File: src/rtl/dds_pkg.sv
// rtl/dds_pkg.sv - shared types for the DDS configuration arbiter
package dds_pkg;

    localparam int DDS_PW = 16;

    typedef struct packed {
        logic [DDS_PW-1:0] pinc;
        logic [DDS_PW-1:0] poff;
    } dds_cfg_t;

    typedef enum logic [1:0] {
        ARB_IDLE,
        ARB_ISSUE,
        ARB_HOLDOFF
    } arb_state_t;

endpackage

File: src/rtl/rr_arbiter.sv
// rtl/rr_arbiter.sv - combinational round-robin pick, searching upward from last_grant+1
module rr_arbiter #(
    parameter int N  = 3,
    parameter int IW = (N > 1) ? $clog2(N) : 1
) (
    input  logic [N-1:0]  req,
    input  logic [IW-1:0] last_grant,
    output logic [N-1:0]  grant,
    output logic [IW-1:0] grant_idx
);

    logic          found;
    logic [IW-1:0] k;

    always_comb begin
        grant     = '0;
        grant_idx = '0;
        found     = 1'b0;
        k         = '0;
        // offset N wraps back to last_grant itself, so it is tried last
        for (int i = 1; i <= N; i++) begin
            k = IW'((int'(last_grant) + i) % N);
            if (!found && req[k]) begin
                found     = 1'b1;
                grant[k]  = 1'b1;
                grant_idx = k;
            end
        end
    end

endmodule

File: src/rtl/dds_cfg_arbiter.sv
// rtl/dds_cfg_arbiter.sv - shares the DDS pinc/poff config port between N requesters
module dds_cfg_arbiter
    import dds_pkg::*;
#(
    parameter int N_REQ          = 3,
    parameter int HOLDOFF_CYCLES = 4,
    parameter int PW             = 16
) (
    input  logic                     clk,
    input  logic                     rst_n,
    input  logic                     i_enable,
    input  logic [N_REQ-1:0]         i_req_valid,
    input  logic [N_REQ*PW-1:0]      i_req_pinc,
    input  logic [N_REQ*PW-1:0]      i_req_poff,
    output logic [N_REQ-1:0]         o_req_ready,
    output logic [PW-1:0]            o_pinc,
    output logic [PW-1:0]            o_poff,
    output logic                     o_cfg_valid,
    output logic [$clog2(N_REQ)-1:0] o_src,
    output logic                     o_busy
);

    localparam int IW = $clog2(N_REQ);
    localparam int CW = (HOLDOFF_CYCLES > 0) ? $clog2(HOLDOFF_CYCLES + 1) : 1;
    localparam logic [CW-1:0] CNT_LOAD = (HOLDOFF_CYCLES > 0) ? CW'(HOLDOFF_CYCLES - 1) : '0;

    arb_state_t     state_q, state_d;
    logic [CW-1:0]  cnt_q, cnt_d;
    logic [PW-1:0]  pinc_q, pinc_d;
    logic [PW-1:0]  poff_q, poff_d;
    logic [IW-1:0]  src_q, src_d;
    logic [IW-1:0]  last_q, last_d;
    logic [N_REQ-1:0] grant;
    logic [IW-1:0]  win_idx;

    rr_arbiter #(.N(N_REQ), .IW(IW)) u_rr (
        .req        (i_req_valid),
        .last_grant (last_q),
        .grant      (grant),
        .grant_idx  (win_idx)
    );

    always_comb begin
        state_d     = state_q;
        cnt_d       = cnt_q;
        pinc_d      = pinc_q;
        poff_d      = poff_q;
        src_d       = src_q;
        last_d      = last_q;
        o_req_ready = '0;
        unique case (state_q)
            ARB_IDLE: begin
                if (i_enable && (|i_req_valid)) begin
                    o_req_ready = grant;
                    pinc_d      = i_req_pinc[int'(win_idx)*PW +: PW];
                    poff_d      = i_req_poff[int'(win_idx)*PW +: PW];
                    src_d       = win_idx;
                    last_d      = win_idx;
                    state_d     = ARB_ISSUE;
                end
            end
            ARB_ISSUE: begin
                if (HOLDOFF_CYCLES == 0) begin
                    state_d = ARB_IDLE;
                end else begin
                    cnt_d   = CNT_LOAD;
                    state_d = ARB_HOLDOFF;
                end
            end
            ARB_HOLDOFF: begin
                if (cnt_q == '0) begin
                    state_d = ARB_IDLE;
                end else begin
                    cnt_d = cnt_q - 1'b1;
                end
            end
            default: state_d = ARB_IDLE;
        endcase
    end

    // last_q starts at N_REQ-1 so requester 0 wins the first arbitration
    always_ff @(posedge clk or negedge rst_n) begin
        if (!rst_n) begin
            state_q <= ARB_IDLE;
            cnt_q   <= '0;
            pinc_q  <= '0;
            poff_q  <= '0;
            src_q   <= '0;
            last_q  <= IW'(N_REQ - 1);
        end else begin
            state_q <= state_d;
            cnt_q   <= cnt_d;
            pinc_q  <= pinc_d;
            poff_q  <= poff_d;
            src_q   <= src_d;
            last_q  <= last_d;
        end
    end

    assign o_pinc      = pinc_q;
    assign o_poff      = poff_q;
    assign o_src       = src_q;
    assign o_cfg_valid = (state_q == ARB_ISSUE);
    assign o_busy      = (state_q != ARB_IDLE);

endmodule

File: config.mk
export PLATFORM = sky130hd
export DESIGN_NAME = dds_cfg_arbiter
export DESIGN_NICKNAME = d
export VERILOG_FILES = /design/src/rtl/dds_pkg.sv /design/src/rtl/rr_arbiter.sv /design/src/rtl/dds_cfg_arbiter.sv
export SDC_FILE = /design/constraint.sdc
export NUM_CORES = 1
export LEC_CHECK = 0
export BUFFER_PORTS_ARGS = -buffer_cell sky130_fd_sc_hd__buf_2
export CAP_MARGIN = 5
export CORE_MARGIN = 5
export CORE_UTILIZATION = 39
export DETAILED_ROUTE_END_ITERATION = 6
export PLACE_DENSITY_LB_ADDON = 0.08
export RECOVER_POWER = 100
export SKIP_CTS_REPAIR_TIMING = 1
export SLEW_MARGIN = 20
export SYNTH_ARGS = -nofsm -noshare
export SYNTH_HDL_FRONTEND = slang
export SYNTH_HIERARCHICAL = 1
export SYNTH_SLANG_ARGS = --single-unit
File: constraint.sdc
create_clock -name clk -period 2.9 [get_ports clk]
set_clock_uncertainty 0.05 [all_clocks]
set_input_delay 0.435 -clock clk [delete_from_list [all_inputs] [get_ports clk]]
set_output_delay 0.435 -clock clk [all_outputs]
set_load 0.05 [all_outputs]
==> results.md, run 1 <==
* Cell type with the largest total area after synthesis: dfrtp_1
* PnR worst setup slack at about 0.063 ns
* Die W at 91.1 um
* Core ar. at roughly 0.0064 mm^2
* Max FO, Critical Path at 6
* Pwr Density at between 1000 and 1500 mW/mm^2
* CTS buffer count at 5
* Final worst path period share at between 90% and 100%
* Via density at a little over 5
* Worst-case clock buffer depth at 2
* Num Clock Sinks at 40
* Switching power at 2270 uW
* Initial antenna violation count at 0
* MaxCap Viol Count at 1
* Via count at ~2200
* Switching share of power at ~53%
* Layout Cells excl Fill at ~430
* Seq pwr share at roughly 23%
* R2R depth at 9
* Top_reg_cell synth: dfrtp_1
* Post-Synth Adder-Cell Area at under 10%
* Mux share of post-synthesis cell area at about 30%
* Minimum clock period at around 2.8 ns
* HPWL Detailed at 5470 um
* Worst Tran Pin Value at between 2 and 2.5 ns
* Relative slew slack at -47.1%
* Number of port buffers at 140
* Synthesized instance count at ~220
* Die ar. at 0.00829 mm^2
* Crit. End Element: output pin
* Post-synth top cells: 39 x dfrtp_1, 35 x mux2i_1, 32 x o2bb2ai_1
* Hold crit path type: primary input to register
* Sequential fraction of the synthesis area at about two fifths
* Fmax at 352 MHz
* WS Path Type: register to output pin
* VDD IR max at ~0.6 mV
* Boundary Pins at approximately 140
* Starting Density at 40.1%
* First-pass detailed-route iteration total at 4
* Placed Cells at 425
* Layout overhead on the synthesized area at 31.8%
* Hold Path Depth at 3
* Count leader, synth: dfrtp_1
* Synth Register Bits at 40
* Syn Area/Cell at about 12 um^2
* Global-route usage over all layers at ~17%
* Drt wl/cell at 16.2 um
* Die height at roughly 91 um
* GPL Wtd Cong at about 0.80
* Logic pwr share at between 60% and 70%
* Worst hold-check slack at roughly 0.42 ns
* Layout fillers at about 600
* Worst Path Required at between 2 and 2.5 ns
* Final ANT Viol Nets at 0
* Largest net degree at the start of global routing at 41
* Drt initial violations at 57
* Type of origin of the critical path: register
* Fin nets at about 460
* Asr flop ratio synth at 100%
* Clock transition at the registers of the reported paths at around 0.080 ns
* Row count at 29
* EDFF count, synth at 0
* Final hold viol count at 0
* Antenna diodes at 0
* Synthesized cell area at 0.00256 mm^2
* First-pass GRT wire length at approximately 11000 um
* Util after Layout at between 50% and 60%
* # setup viols final at 0
* Htree depth at 2
* GRT Residual Overflow at 0
* Yosys warnings at 6
* Clk pwr share at 8.1%
* Largest family of logic cells by synthesized area: multiplexers
* Vias in the first global route at around 2500
* Synth cell types at 39
* Arr. time, crit path at between 2 and 2.5 ns
* Complex-gate fraction of the synthesized area at 17.6%
* Count of pins over their slew limit at 41
* Simple-Gate Fraction of Synth Area at 5.57%
* Setup WS pre-CTS at slightly below 0.2 ns
* Syn_nets at around 330
* Failing checks: max-capacitance violations, max-slew violations
* Drt drc at 0
* CTS tree: yes
* Internal power at 2040 uW
* P_leak at between 0.0015 and 0.002 uW
* Top-area cell type share of the netlist area at between 30% and 40%
* Layout cells sized above 1 at between 40% and 50%
* Setup_tns at 0 ns
* Root cell of the clock tree: clkbuf_8
* Outcome: finished, violations left
* Clk_lat worst skew at slightly below 0.3 ns
* Post-Synth XOR/XNOR Area at 0%
* Routed wire length at 7000 um
* Top post-synthesis cells by area: dfrtp_1 38%, mux2i_1 14%, mux2_2 13%
## cells by family after synthesis
| group | Yosys count |
|---|---|
| buffers and inverters | 26 |
| multiplexers | 71 |
| adder cells (fa/ha/maj) | 6 |
| flip-flops | 40 |
| AND/OR/NAND/NOR | 22 |
| AO/OA/AOI/OAI | 53 |
## routing by layer
metal  routed length [um]  vias up  global-route usage (%)
li1                     -     1098                       -
met1                 2660     1043                    17.8
met2                 3800       65                    31.3
met3                  454        9                    5.04
met4                   87        0                    4.16
met5                    0        -                       0
## state kept, by name, summed over array words and instances, names as in the netlist
name,flops
o_pinc,16
o_poff,16
cnt_q,3
o_src,2
state_q,2
last_q,1
## worst paths after layout
path	start	end	slack [ns]
worst min register to register	o_poff[3]$_DFFE_PN0P_	o_poff[3]$_DFFE_PN0P_	0.46
worst max register to register	last_q[1]$_DFFE_PN1P_	o_poff[12]$_DFFE_PN0P_	0.19
worst max-delay path	last_q[1]$_DFFE_PN1P_	o_req_ready[1]	0.06
min in group asynchronous	rst_n	o_pinc[1]$_DFFE_PN0P_	0.75
max in group asynchronous	rst_n	o_src[1]$_DFFE_PN0P_	0.80
worst min-delay path	i_req_poff[19]	o_poff[3]$_DFFE_PN0P_	0.42
## per-stage QoR
step	cell area, um^2	total power [uW]
final	3380	4300
after global placement	3320	4000
after floorplan	2560	3360
after CTS	3400	4390
after detailed placement	3320	4030
after global routing	3380	4600
## area by class of cell
class | instances | area, um^2 | area share (%)
multi-input combinational | 152 | 1450 | 43.0
clock inverter | 1 | 5.00 | 0.148
clock buffer | 6 | 72.6 | 2.15
inverter | 8 | 30.0 | 0.889
timing repair buffer | 148 | 719 | 21.3
tap | 77 | 96.3 | 2.85
sequential | 40 | 1000 | 29.7
## placed cells by master (no fill, tap or decap), drive strengths merged, types with 2 or more instances in the layout
cell type / synthesis / layout
a21oi: 3 / 3
o22a: 3 / 3
mux2i: 35 / 35
nand3b: 2 / 2
mux2: 36 / 36
clkbuf: 7 / 43
and2: 3 / 3
nand2: 3 / 3
nor2b: 3 / 3
ha: 6 / 6
dfrtp: 39 / 39
nand2b: 2 / 2
o2bb2ai: 32 / 32
nor2: 4 / 4
buf: 11 / 111
inv: 8 / 8
o21ai: 4 / 4
o22ai: 3 / 3
## critical path, stage by stage (launching register included)
cell	delay, ns
dfstp_2	0.56
ha_2	0.32
and3b_1	0.26
a2111oi_4	0.35
a21oi_1	0.11
o22ai_1	0.14
and2_1	0.17
buf_6	0.16
## power by group through the flow
stage               sequential [uW]  combinational (uW)  clock [uW]
floorplan                      1780                1580           0
global placement                990                3010           0
detailed placement             1000                3030           0
CTS                             993                3040         362
global route                   1040                3180         384
finish                          995                2960         347
No activity file was read; power rests on OpenSTA's default activity.
==> run 2: changes to the inputs <==
Settings changed: ABC_AREA from default to 1, SYNTH_HIERARCHICAL 1 to default.
==> run 2 against run 1 <==
Net effect:
- combinational power grew 38%
- worst setup slack gained 0.084 ns
- non-clock buffer count shrank 3
- highest routed layer unchanged
- largest power group unchanged
- fmax grew 3.0%
- the flow still finishes with violations (max-capacitance violations, max-slew violations)
- wire length grew 34%
- synthesized cell count grew 100%
- sequential power is essentially flat
- clock power grew 30%
- core utilization shrank 3.4 points
- worst hold slack lost 0.0035 ns
- critical path depth grew 3
==> results.md, run 2 <==
* Crit path depth at 10 (+3)
* Core ar. at 0.00765 mm^2 (+20%)
* GPL Wtd Cong at 0.903 (+13%)
* Vias in the first global route at 3180 (+29%)
* Cell type with the largest total area after synthesis: dfrtp_1
* Peak per-stage delay on the critical path at 0.57 ns (about the same)
* Layout cells sized above 1 at 25.3% (-20 points)
* Sequential fraction of the synthesis area at 33.2% (-5.9 points)
* Drt wl/cell at 14.1 um (-13%)
* Initial antenna violation count at 0 (unchanged)
* VDD IR max at 0.632 mV (+3.1%)
* Global-route usage over all layers at 19.3% (+2.8 points)
* Post-synth top cells: 84 x nand2_1, 73 x nand3_1, 61 x inv_1
* Num Clock Sinks at 40 (unchanged)
* Row count at 32 (+10%)
* Arr. time, crit path at 2.27 ns (-0.08 ns)
* Post-Synth Adder-Cell Area at 2.48% (-0.45 points)
* Via count at 3212 (+45%)
* First-pass detailed-route iteration total at 5 (+1)
* Largest family of logic cells by synthesized area: simple AND/OR/NAND/NOR gates
* Count leader, synth: nand2_1
* Number of port buffers at 140 (unchanged)
* Reg-to-reg startpoint: last_q[1]$_DFFE_PN1P_
* MaxCap Viol Count at 1 (unchanged)
* CP top delay family: buffers and inverters
* Top_reg_cell synth: dfrtp_1
* Worst hold-check slack at 0.417 ns (-0.00350 ns)
* Worst Tran Pin Value at 2.26 ns (+0.0560 ns)
* Drt drc at 0 (unchanged)
* R2R depth at 11 (+2)
* R2R setup slack at 0.25 ns (+0.06 ns)
* Post-Synth XOR/XNOR Area at 0.290% (+0.29 points)
* Root cell of the clock tree: clkbuf_8
* HPWL Detailed at 6780 um (+24%)
* R2r endpoint: o_poff[13]$_DFFE_PN0P_
* Type of origin of the critical path: register
* Die ar. at 0.00961 mm^2 (+16%)
* Die height at 98.0 um (+7.6%)
* Count of pins over their slew limit at 41 (unchanged)
* CTS tree: yes
* Fin nets at 673 (+45%)
* Hold Path Depth at 5 (+2)
* Synthesized instance count at 440 (+100%)
* EDFF count, synth at 0 (unchanged)
* Synth cell types at 28 (-28%)
* Layout fillers at 817 (+33%)
* Clock transition at the registers of the reported paths at 0.08 ns (about the same)
* Syn_nets at 548 (+68%)
* Final hold viol count at 0 (unchanged)
* Final worst path period share at 94.9% (-2.9 points)
* Outcome: finished, violations left
* # setup viols final at 0 (unchanged)
* P_leak at 0.00206 uW (+33%)
* Syn Area/Cell at 6.87 um^2 (-42%)
* Most frequent cells in the layout: 102 x buf_2, 84 x nand2_1, 75 x nand3_1
* Worst Path Required at 2.41 ns (about the same)
* Yosys warnings at 0 (-6)
* Layout overhead on the synthesized area at 25.3%
* Worst-case clock buffer depth at 2 (unchanged)
* Crit. End Element: output pin
* Multi-input logic area at 0.00155 mm^2 (+6.7%)
* Asr flop ratio synth at 100% (unchanged)
* Synthesized cell area at 0.00302 mm^2 (+18%)
* Final ANT Viol Nets at 0 (unchanged)
* Routed wire length at 9400 um (+34%)
* CTS buffer count at 5 (unchanged)
* Critical Path End: o_req_ready[2]
* Htree depth at 2 (unchanged)
* Unrepaired setup endpoints after global routing: no
* First-pass GRT wire length at 15500 um (+36%)
* Complex-gate fraction of the synthesized area at 7.54% (-10 points)
* Max FO, Critical Path at 5 (-1)
* Critical path buffer and inverter count at 4 (+3)
* Starting Density at 39.5% (-0.61 points)
* Antenna diodes at 0 (unchanged)
* Largest net degree at the start of global routing at 46 (+12%)
* GRT Residual Overflow at 0 (unchanged)
* Mux share of post-synthesis cell area at 0% (-29 points)
* Minimum clock period at 2.75 ns (-0.0838 ns)
* Top post-synthesis cells by area: dfrtp_1 32%, nand3_1 12%, nand2_1 10%
* Failing checks: max-capacitance violations, max-slew violations
* Fmax at 363 MHz (+3.0%)
* Critical path's slowest cell: dfstp_2
* Synth Register Bits at 40 (unchanged)
* Commonest non-fill, non-tap cell in the layout: buf_2
* Die W at 98.0 um (+7.6%)
* Hold crit path type: primary input to register
* WS Path Type: register to output pin
* Clk_lat worst skew at 0.29 ns (about the same)
* Pwr Density at 1470 mW/mm^2 (+15%)
* Via density at 4.81 (-6.2%)
* Util after Layout at 49.5% (-3.4 points)
* Boundary Pins at 141 (unchanged)
* Drt initial violations at 127 (+120%)
* Top-area cell type share of the netlist area at 32.3% (-5.8 points)
* CP startpoint: last_q[1]$_DFFE_PN1P_
* Simple-Gate Fraction of Synth Area at 40.8% (+35 points)
* Worst path cell trace: inv_1 -> ha_2 -> inv_2 -> nand3_1 -> nand2_4 -> nand3_1 -> inv_1 -> nand2_1 -> a31oi_1 -> buf_2
* Register area at 0.00100 mm^2 (unchanged)
* Relative slew slack at -50.8% (-3.7 points)
[run 2: cell types whose count changed after synthesis, moves of 32 or more]
cell,previous run,this run
mux2i_1,35,0
nand2_1,3,84
inv_1,8,61
o2bb2ai_1,32,0
nand3_1,0,73
nor2_1,3,36
[run 2: layout make-up]
type | instances | share of cell area, %
tap | 102 | 3.37
inverter | 82 | 8.13
clock inverter | 2 | 0.925
timing repair buffer | 145 | 18.3
multi-input combinational | 291 | 40.9
sequential | 40 | 26.5
clock buffer | 6 | 1.92
[run 2: worst min-delay path, stage by stage]
cell	delay [ns]
buf_2	0.09
inv_1	0.04
nand2_1	0.05
nand3_1	0.06
a21oi_1	0.05
[run 2: worst min-delay path by stage]
stage / endpoint / slack (ns) / from
final: o_poff[5]$_DFFE_PN0P_ / 0.42 / i_req_poff[21]
after global placement: o_src[1]$_DFFE_PN0P_ / 0.42 / o_src[1]$_DFFE_PN0P_
after floorplan: cnt_q[0]$_DFFE_PN0P_ / 0.09 / rst_n
after CTS: o_poff[1]$_DFFE_PN0P_ / 0.28 / rst_n
after global routing: o_pinc[10]$_DFFE_PN0P_ / 0.42 / i_req_pinc[26]
after detailed placement: o_src[1]$_DFFE_PN0P_ / 0.42 / o_src[1]$_DFFE_PN0P_
[run 2: metal layers]
metal / part of all wire, % / global-route usage, % / wire, um / up-vias
met2: 50 / 34.9 / 4690 / 113
met4: 0.18 / 2.24 / 17 / 0
met3: 7.5 / 4.93 / 704 / 2
li1: - / - / - / 1638
met1: 42 / 23.9 / 3980 / 1459
met5: 0 / 0 / 0 / -
[run 2: where the power goes]
| group | leakage [uW] | internal, uW | switching (uW) |
|---|---|---|---|
| clock | 0.0000552 | 256 | 196 |
| combinational | 0.00155 | 1090 | 3000 |
| sequential | 0.000450 | 842 | 161 |
| total | 0.00206 | 2190 | 3360 |
[run 2: cells by family after synthesis]
kind of cell | count (synthesis)
XOR/XNOR | 1
buffers and inverters | 109
AND/OR/NAND/NOR | 241
flip-flops | 40
adder cells (fa/ha/maj) | 6
AO/OA/AOI/OAI | 43
[run 2: stage by stage]
stage / area, um^2 / total power (uW) / TNS [ns] / instances / setup slack, ns
after floorplan: 3020 / 4450 / 0 / 440 / 0.0424
after global placement: 3730 / 5160 / 0 / 660 / 0.304
after detailed placement: 3730 / 5230 / 0 / 660 / 0.194
after CTS: 3840 / 5700 / -0.0532 / 668 / -0.0532
after global routing: 3790 / 6070 / 0 / 668 / 0.0130
final: 3790 / 5550 / 0 / 668 / 0.147
==> run 3: changes to the inputs <==
Settings changed: CORE_ASPECT_RATIO from default to 1.5.
==> run 3 against run 2 <==
Net effect:
- the flow still finishes with violations (max-capacitance violations, max-slew violations)
- via count rose by 1.8%
- critical path depth unchanged
- register-to-register slack worse by 0.06 ns
- sequential power about the same
- fmax decreased by 1.1%
- critical path type unchanged
- largest cell class unchanged
- largest power group unchanged
==> results.md, run 3 (synthesis results as in run 2) <==
* Outcome: finished, violations left
* Failing checks: max-capacitance violations, max-slew violations
* Layout overhead on the synthesized area at 27.9%
* Multi-input logic area at 0.00156 mm^2 (+0.48%)
* Via count at 3270 (+1.8%)
* Initial antenna violation count at 0 (unchanged)
* Arr. time, crit path at 2.30 ns (+0.03 ns)
* HPWL Detailed at 6930 um (+2.3%)
* Vias in the first global route at 3247 (+2.1%)
* Die height at 118 um (+20%)
* Clock transition at the registers of the reported paths at 0.06 ns (-0.02 ns)
* CTS buffer count at 5 (unchanged)
* Peak per-stage delay on the critical path at 0.56 ns (about the same)
* Setup_tns at 0 ns (unchanged)
* First-pass detailed-route iteration total at 4 (-1)
* Critical path buffer and inverter count at 4 (unchanged)
* WS Path Type: register to output pin
* Largest net degree at the start of global routing at 41 (-11%)
* Type of origin of the critical path: register
* Final hold viol count at 0 (unchanged)
* GRT Residual Overflow at 0 (unchanged)
* Worst-case clock buffer depth at 2 (unchanged)
* Count of pins over their slew limit at 41 (unchanged)
* Fin nets at 675 (+0.30%)
* Relative slew slack at -47.2% (+3.6 points)
* P_leak at 0.00213 uW (+3.5%)
* Layout cells sized above 1 at 27.1% (+1.8 points)
* # setup viols final at 0 (unchanged)
* Drt drc at 0 (unchanged)
* Boundary Pins at 141 (unchanged)
* Starting Density at 39.7% (+0.18 points)
* Die W at 81.9 um (-16%)
* Final ANT Viol Nets at 0 (unchanged)
* Fmax at 359 MHz (-1.1%)
* Worst Tran Pin Value at 2.21 ns (-0.0546 ns)
* Minimum clock period at 2.78 ns (+0.0307 ns)
* Util after Layout at 50.8% (+1.2 points)
* Commonest non-fill, non-tap cell in the layout: buf_2
* Drt wl/cell at 13.8 um (-1.8%)
* Register area at 0.00100 mm^2 (unchanged)
* Layout fillers at 824 (+0.86%)
* Number of port buffers at 140 (unchanged)
* CTS tree: yes
* Most frequent cells in the layout: 101 x buf_2, 84 x nand2_1, 73 x nand3_1
* Worst Path Required at 2.41 ns (about the same)
* First-pass GRT wire length at 15000 um (-3.1%)
* Num Clock Sinks at 40 (unchanged)
* Max FO, Critical Path at 8 (+3)
* Critical path's slowest cell: dfstp_2
* Drt initial violations at 122 (-3.9%)
* Hold crit path type: primary input to register
* Htree depth at 2 (unchanged)
* CP top delay family: buffers and inverters
* Clk_lat worst skew at 0.28 ns (about the same)
* Row count at 39 (+22%)
* Worst path cell trace: inv_1 -> ha_1 -> inv_2 -> nand3_2 -> nand2_4 -> nand3_2 -> inv_1 -> a21oi_1 -> nor2_1 -> clkbuf_2
* Die ar. at 0.00964 mm^2 (+0.38%)
* Crit. End Element: output pin
* Unrepaired setup endpoints after global routing: no
* VDD IR max at 0.787 mV (+24%)
* Core ar. at 0.00761 mm^2 (-0.46%)
* Routed wire length at 9260 um (-1.5%)
* Antenna diodes at 0 (unchanged)
* Final worst path period share at 96.0% (+1.1 points)
* Pwr Density at 1480 mW/mm^2 (+1.1%)
* GPL Wtd Cong at 0.852 (-5.7%)
* Global-route usage over all layers at 19.4% (+0.036 points)
* MaxCap Viol Count at 1 (unchanged)
* Via density at 4.88 (+1.5%)
* Root cell of the clock tree: clkbuf_16
==> run 3: changes by cell type in the layout (fill, tap and decap cells not counted), sizes merged <==
cell / change
clkinv: -10
inv: +9
clkbuf: +3
buf: +1
bufinv: -1
==> run 3: layout make-up <==
class | count | share of cell area (%)
Timing Repair Buffer | 147 | 18.7
Multi-Input combinational cell | 291 | 40.3
Inverter | 82 | 7.97
Sequential cell | 40 | 25.9
Clock buffer | 8 | 3.79
Tap cell | 102 | 3.30
==> run 3: per-stage QoR <==
step	setup slack, ns	total power (uW)	cells	hold slack [ns]	area (um^2)
finish	0.116	5720	670	0.427	3860
global route	0.0162	6210	670	0.448	3860
CTS	0.0489	5880	670	0.288	3910
detailed placement	0.333	5310	662	0.443	3760
global placement	0.376	5260	662	0.427	3760
floorplan	0.0424	4450	440	0.0894	3020
==> run 3: worst paths after layout <==
path / from / endpoint / slack (ns) / cells past startpoint
setup / recovery: last_q[1]$_DFFE_PN1P_ / o_req_ready[0] / 0.12 / 10
hold / removal: i_req_pinc[27] / o_pinc[11]$_DFFE_PN0P_ / 0.43 / 5
setup reg to reg: last_q[1]$_DFFE_PN1P_ / o_pinc[15]$_DFFE_PN0P_ / 0.19 / 12
hold reg to reg: cnt_q[0]$_DFFE_PN0P_ / cnt_q[0]$_DFFE_PN0P_ / 0.44 / 1
max in group asynchronous: rst_n / state_q[1]$_DFFE_PN0P_ / 0.78 / 1
min in group asynchronous: rst_n / o_pinc[11]$_DFFE_PN0P_ / 0.75 / 1
==> run 3: where the power goes <==
group	switching, uW	leakage, uW	total [uW]	internal (uW)
clock network	214	0.0000712	558	343
logic	3020	0.00161	4160	1140
registers	161	0.000450	1010	844
total	3400	0.00213	5720	2320
==> run 3: per-layer routing <==
layer	part of all wire, %	vias to the layer above	GRT usage (%)
met2	52	99	33.8
met3	6.3	12	3.37
li1	-	1635	-
met1	40	1524	23.3
met4	1.7	0	6.55
met5	0	-	0
==> run 3: worst register-to-register path: stages (launching register included) <==
cell      delay, ns
dfstp_2        0.56
inv_1          0.07
ha_1           0.30
inv_2          0.13
nand2_1        0.07
nand3_2        0.08
nand2_4        0.08
nand3_2        0.10
nand3_4        0.21
nand2_2        0.35
clkbuf_4       0.37
nand3_1        0.12
a21oi_1        0.15
